<file path="src/rtl/ob_pkg.sv">
// Shared order-book response types and framing constants for the egress path.
package ob_pkg;

    // Order-book engine response; this block treats it as an opaque 115-bit word.
    typedef struct packed {
        logic [31:0] order_id;
        logic [31:0] price;
        logic [31:0] qty;
        logic        side;
        logic [3:0]  status;
        logic [13:0] seq;
    } rsp_t;

    localparam int unsigned RSP_FRAME_BYTES_N = (($bits(rsp_t) + 7) / 8);

    typedef logic [RSP_FRAME_BYTES_N*8-1:0] rsp_frame_t;
    typedef logic [7:0]                     byte_t;

endpackage

</file>
<file path="src/rtl/ob_rsp_serializer.sv">
// Serialises one rsp_t per handshake into a fixed-length MSB-first byte frame
// with SOF/EOF markers; a 1-deep pending buffer allows bubble-free back-to-back frames.
module ob_rsp_serializer
    import ob_pkg::*;
#(
    parameter int unsigned FRAME_BYTES_N = 15
) (
    input  logic  clk,
    input  logic  rst,
    input  logic  rsp_vld,
    input  rsp_t  rsp,
    output logic  rsp_accept,
    output logic  out_vld,
    output byte_t out_data,
    output logic  out_sof,
    output logic  out_eof,
    input  logic  out_accept,
    output logic  busy
);

    localparam int unsigned FRAME_W  = $bits(rsp_frame_t);
    localparam logic [3:0]  LAST_IDX = 4'(FRAME_BYTES_N - 1);

    if (FRAME_BYTES_N != RSP_FRAME_BYTES_N) begin : g_bad_frame_len
        $error("FRAME_BYTES_N must equal ceil($bits(rsp_t)/8)");
    end

    typedef enum logic [0:0] {
        ST_IDLE = 1'b0,
        ST_SEND = 1'b1
    } state_t;

    state_t     state_q, state_d;
    rsp_frame_t sr_q, sr_d;
    logic [3:0] cnt_q, cnt_d;
    rsp_t       pend_q, pend_d;
    logic       pend_vld_q, pend_vld_d;

    logic rsp_hs;
    logic byte_hs;
    logic last_byte;

    // Output decode straight from registered state so everything is glitch-free.
    always_comb begin
        rsp_accept = ~pend_vld_q;
        out_vld    = (state_q == ST_SEND);
        out_data   = sr_q[FRAME_W-1 -: 8];
        out_sof    = out_vld & (cnt_q == 4'd0);
        out_eof    = out_vld & (cnt_q == LAST_IDX);
        busy       = out_vld | pend_vld_q;
    end

    // Next-state logic for the frame shifter, byte index and pending buffer.
    always_comb begin
        rsp_hs     = rsp_vld & rsp_accept;
        byte_hs    = out_vld & out_accept;
        last_byte  = (cnt_q == LAST_IDX);
        state_d    = state_q;
        sr_d       = sr_q;
        cnt_d      = cnt_q;
        pend_d     = pend_q;
        pend_vld_d = pend_vld_q;

        unique case (state_q)
            ST_IDLE: begin
                if (rsp_hs) begin
                    sr_d    = rsp_frame_t'(rsp);
                    cnt_d   = '0;
                    state_d = ST_SEND;
                end
            end
            ST_SEND: begin
                if (rsp_hs) begin
                    pend_d     = rsp;
                    pend_vld_d = 1'b1;
                end
                if (byte_hs) begin
                    if (!last_byte) begin
                        sr_d  = {sr_q[FRAME_W-9:0], 8'h00};
                        cnt_d = cnt_q + 4'd1;
                    end else if (pend_vld_q) begin
                        sr_d       = rsp_frame_t'(pend_q);
                        cnt_d      = '0;
                        pend_vld_d = 1'b0;
                    end else if (rsp_hs) begin
                        // A response arriving on the EOF handshake bypasses the
                        // pending buffer and becomes the next frame directly.
                        sr_d       = rsp_frame_t'(rsp);
                        cnt_d      = '0;
                        pend_vld_d = 1'b0;
                    end else begin
                        state_d = ST_IDLE;
                    end
                end
            end
            default: state_d = ST_IDLE;
        endcase
    end

    // State registers; reset discards any frame in flight and the pending entry.
    always_ff @(posedge clk or posedge rst) begin
        if (rst) begin
            state_q    <= ST_IDLE;
            sr_q       <= '0;
            cnt_q      <= '0;
            pend_q     <= '0;
            pend_vld_q <= 1'b0;
        end else begin
            state_q    <= state_d;
            sr_q       <= sr_d;
            cnt_q      <= cnt_d;
            pend_q     <= pend_d;
            pend_vld_q <= pend_vld_d;
        end
    end

endmodule

</file>
<file path="config.mk">
export PLATFORM = sky130hd
export DESIGN_NAME = ob_rsp_serializer
export DESIGN_NICKNAME = d
export VERILOG_FILES = /design/src/rtl/ob_pkg.sv /design/src/rtl/ob_rsp_serializer.sv
export SDC_FILE = /design/constraint.sdc
export NUM_CORES = 1
export LEC_CHECK = 0
export CAP_MARGIN = 10
export CELL_PAD_IN_SITES_DETAIL_PLACEMENT = 0
export CELL_PAD_IN_SITES_GLOBAL_PLACEMENT = 1
export CORE_ASPECT_RATIO = 1.75
export CORE_MARGIN = 2
export CORE_UTILIZATION = 44
export DETAILED_ROUTE_END_ITERATION = 8
export HOLD_SLACK_MARGIN = 0.08
export MAX_ROUTING_LAYER = met4
export PLACE_DENSITY = 0.89
export SLEW_MARGIN = 20
export SYNTH_ARGS = -nofsm -noshare
export SYNTH_HDL_FRONTEND = slang
export SYNTH_SLANG_ARGS = --single-unit
</file>
<file path="constraint.sdc">
create_clock -name clk -period 16.45 [get_ports clk]
set_input_delay 3.29 -clock clk [delete_from_list [all_inputs] [get_ports clk]]
set_output_delay 3.29 -clock clk [all_outputs]
set_load 0.005 [all_outputs]
</file>
==> impl_metrics.yaml <==
routing:
  num_vias: 9085
  wirelength_mm: 32.4
  viasPerCell: 6.25
  firstDrtPassIters: 5
  postRouteAntennaNets: 0
  drcViolationCount: 0
  wl_per_cell_um: 22.3
  drt_iter0_markers: 755
floorplanning:
  core_sq_um: 27300
  die_w_um: 130
  ios: 132
  rows: 80
  die-area_sq_um: 29200
  start_util_pct: 44.7
  die_y_um: 224
status:
  status: "finished clean"
sta:
  fin_crit_ns: 6.10
  clock.fmax_mhz: 164
  setup_viol: 0
  tns_ns: 0
  slew_headroom_pct: 30.2
  worstMarginPinSlew_ns: 1.05
  drv_slew: 0
  fin_crit_sh_pct: 37.1
  rsz0062_at_grt: "false"
  fin_worst_skew_ns: 0.0136
  hold_viol_final: 0
synth:
  avgSynthCellArea_sq_um: 12.1
  synth.area.top_cells: "dfrtp_1, mux2i_1, a32oi_1, mux2_2, o211ai_1"
  synth_top_area_share_pct: 49.4
  synthCells: 1013
  ys_seq_area_share_pct: 49.4
  synth-edff-count: 0
  syn-cell-area_sq_um: 12200
  synth.distinct_cells: 39
  syn_nets: 1135
  async_flop_share_pct: 100
  synth_seq_cells: 241
  yosysWarnings: 0
  synth_flop_cell: "dfrtp_1"
  yosys.area.top_type: "dfrtp_1"
power:
  ir_drop_mv: 0.0912
  p_sw_share_pct: 28.5
  power_leakage_uw: 0.00564
  pwr-share-seq_pct: 49.7
  power.switching_uw: 536
  p_clk_share_pct: 29.9
  p_comb_share_pct: 20.4
  power.density_nw_per_um2: 132
  p_int_uw: 1350
grt:
  grt_max_degree: 102
  grt_pass1_vias: 9272
  grt_usage_pct: 22.8
  gr-total-overflow: 0
  grt_pass1_wl_mm: 51.9
  antenna_found_initial: 1
finish:
  syn_to_final_growth_pct: 16.8
  finalNonFillerCells: 1453
  final_nets: 1190
  drive_gt1_share_pct: 13.1
  final_area_sq_um: 14300
critical_path:
  cp-start-kind: "input pin"
  critical_path.max_fanout: 69
  endpoint_kind: "register"
  r2r_slack_ns: 13.24
  path_class: "input pin to register"
  worstPathRequired_ns: 16.85
  critPathArrivalTime_ns: 6.50
clock_network:
  cts_buffer_depth: 3
  post-cts-setup-buffer-count: 0
  hold_buffers: 0
  clk_pin_slew_worst_paths_ns: 0.07
  cts_resized: 0
  cts_tree: "done"
  cts.sinks: 241
  clkLatencyLatePin_ns: 0.52
  root_buffer: "clkbuf_16"
  htree_levels: 1
  cts_buffers: 24
place:
  io_buffers: 131
  dp.final_hpwl_mm: 19.5
  post_dp_cell_area_sq_um: 13500
  place_congestion: 0.804
  place_inst: 1411
job:
  maxCapViolCount: 0
hold_path:
  hold_path_class: "register to register"
-- metal layers --
layer / GRT usage, % / share of wire (%) / vias up
li1: - / - / 4052
met1: 29.5 / 40 / 4676
met2: 37.3 / 52 / 311
met3: 2.59 / 4.9 / 46
met4: 7.77 / 3.2 / 0
met5: - / 0 / -
-- final timing paths --
kind | startpoint | cells after the start | to
min in group asynchronous | rst | 2 | pend_q[26]
worst max register to register | pend_vld_q | 4 | pend_q[43]
max in group asynchronous | rst | 3 | pend_q[50]
worst max-delay path | rsp_vld | 5 | pend_q[43]
worst min-delay path | pend_q[5] | 1 | pend_q[5]
worst min register to register | pend_q[5] | 1 | pend_q[5]
-- stage by stage --
stage	util, %	hold slack, ns	power, uW	setup WS [ns]
detailed placement	49.3	0.472	1330	9.84
floorplan	-	0.455	1200	6.54
CTS	52.2	0.486	1900	10.37
global placement	49.3	0.464	1300	9.86
finish	52.2	0.485	1880	10.35
global route	52.2	0.501	1980	10.16
-- logic make-up after synthesis --
family	after synthesis	share of synthesized area, %
AOI/OAI and AO/OA	251	17.2
DFF	241	49.4
buffers and inverters	122	5.78
and+or+nand+nor	172	7.81
adders and majority gates	3	0.307
muxes	224	19.5
-- synthesized netlist by cell type, types with 10 or more instances --
cell        n
nor2b_1    18
buf_6      10
mux2_2     66
nand2_1    12
buf_4      24
nand3_1   109
clkbuf_1   19
mux2_1     50
a32oi_1   107
mux2i_1   108
buf_2      63
nand2b_1   11
o211ai_1   98
dfrtp_1   241
-- worst max-delay path, stage by stage --
cell and delay, ns:
clkdlybuf4s50_1 0.90, nor2b_4 0.36, nand2_4 0.56, buf_4 0.88, mux2_2 0.42
-- cells in the final DEF (no fill, tap or decap), types with 8 or more instances in the layout --
master	count
a211oi_1	9
a221oi_1	8
a32oi_1	107
buf_4	15
clkbuf_16	25
clkdlybuf4s50_1	131
dfrtp_1	241
mux2_1	50
mux2_2	66
mux2i_1	108
nand2_1	12
nand2b_1	10
nand3_1	108
nor2b_1	16
nor4bb_1	8
o211ai_1	98
o211ai_2	9
o31ai_1	8
-- power groups by stage --
stage | logic (uW) | registers (uW) | clock network [uW]
global route | 428 | 960 | 597
CTS | 390 | 933 | 574
detailed placement | 388 | 943 | 0
finish | 385 | 936 | 564
global placement | 370 | 931 | 0
floorplan | 300 | 896 | 0
-- state kept, by name, indices dropped and copies added, names as in the netlist --
signal,count
pend_q,115
cnt_q,4
out_vld,1
sr_q,120
pend_vld_q,1
-- area by class of cell --
| class | count | area (sq um) |
|---|---|---|
| clock buffer | 32 | 702 |
| sequential | 241 | 6030 |
| clock inverter | 9 | 97.6 |
| fill | 2369 | 13100 |
| inverter | 5 | 26.3 |
| tap | 369 | 462 |
| antenna | 1 | 2.50 |
| multi-input combinational | 650 | 5520 |
| timing repair buffer | 146 | 1420 |
Power figures use the tool's default switching activity.
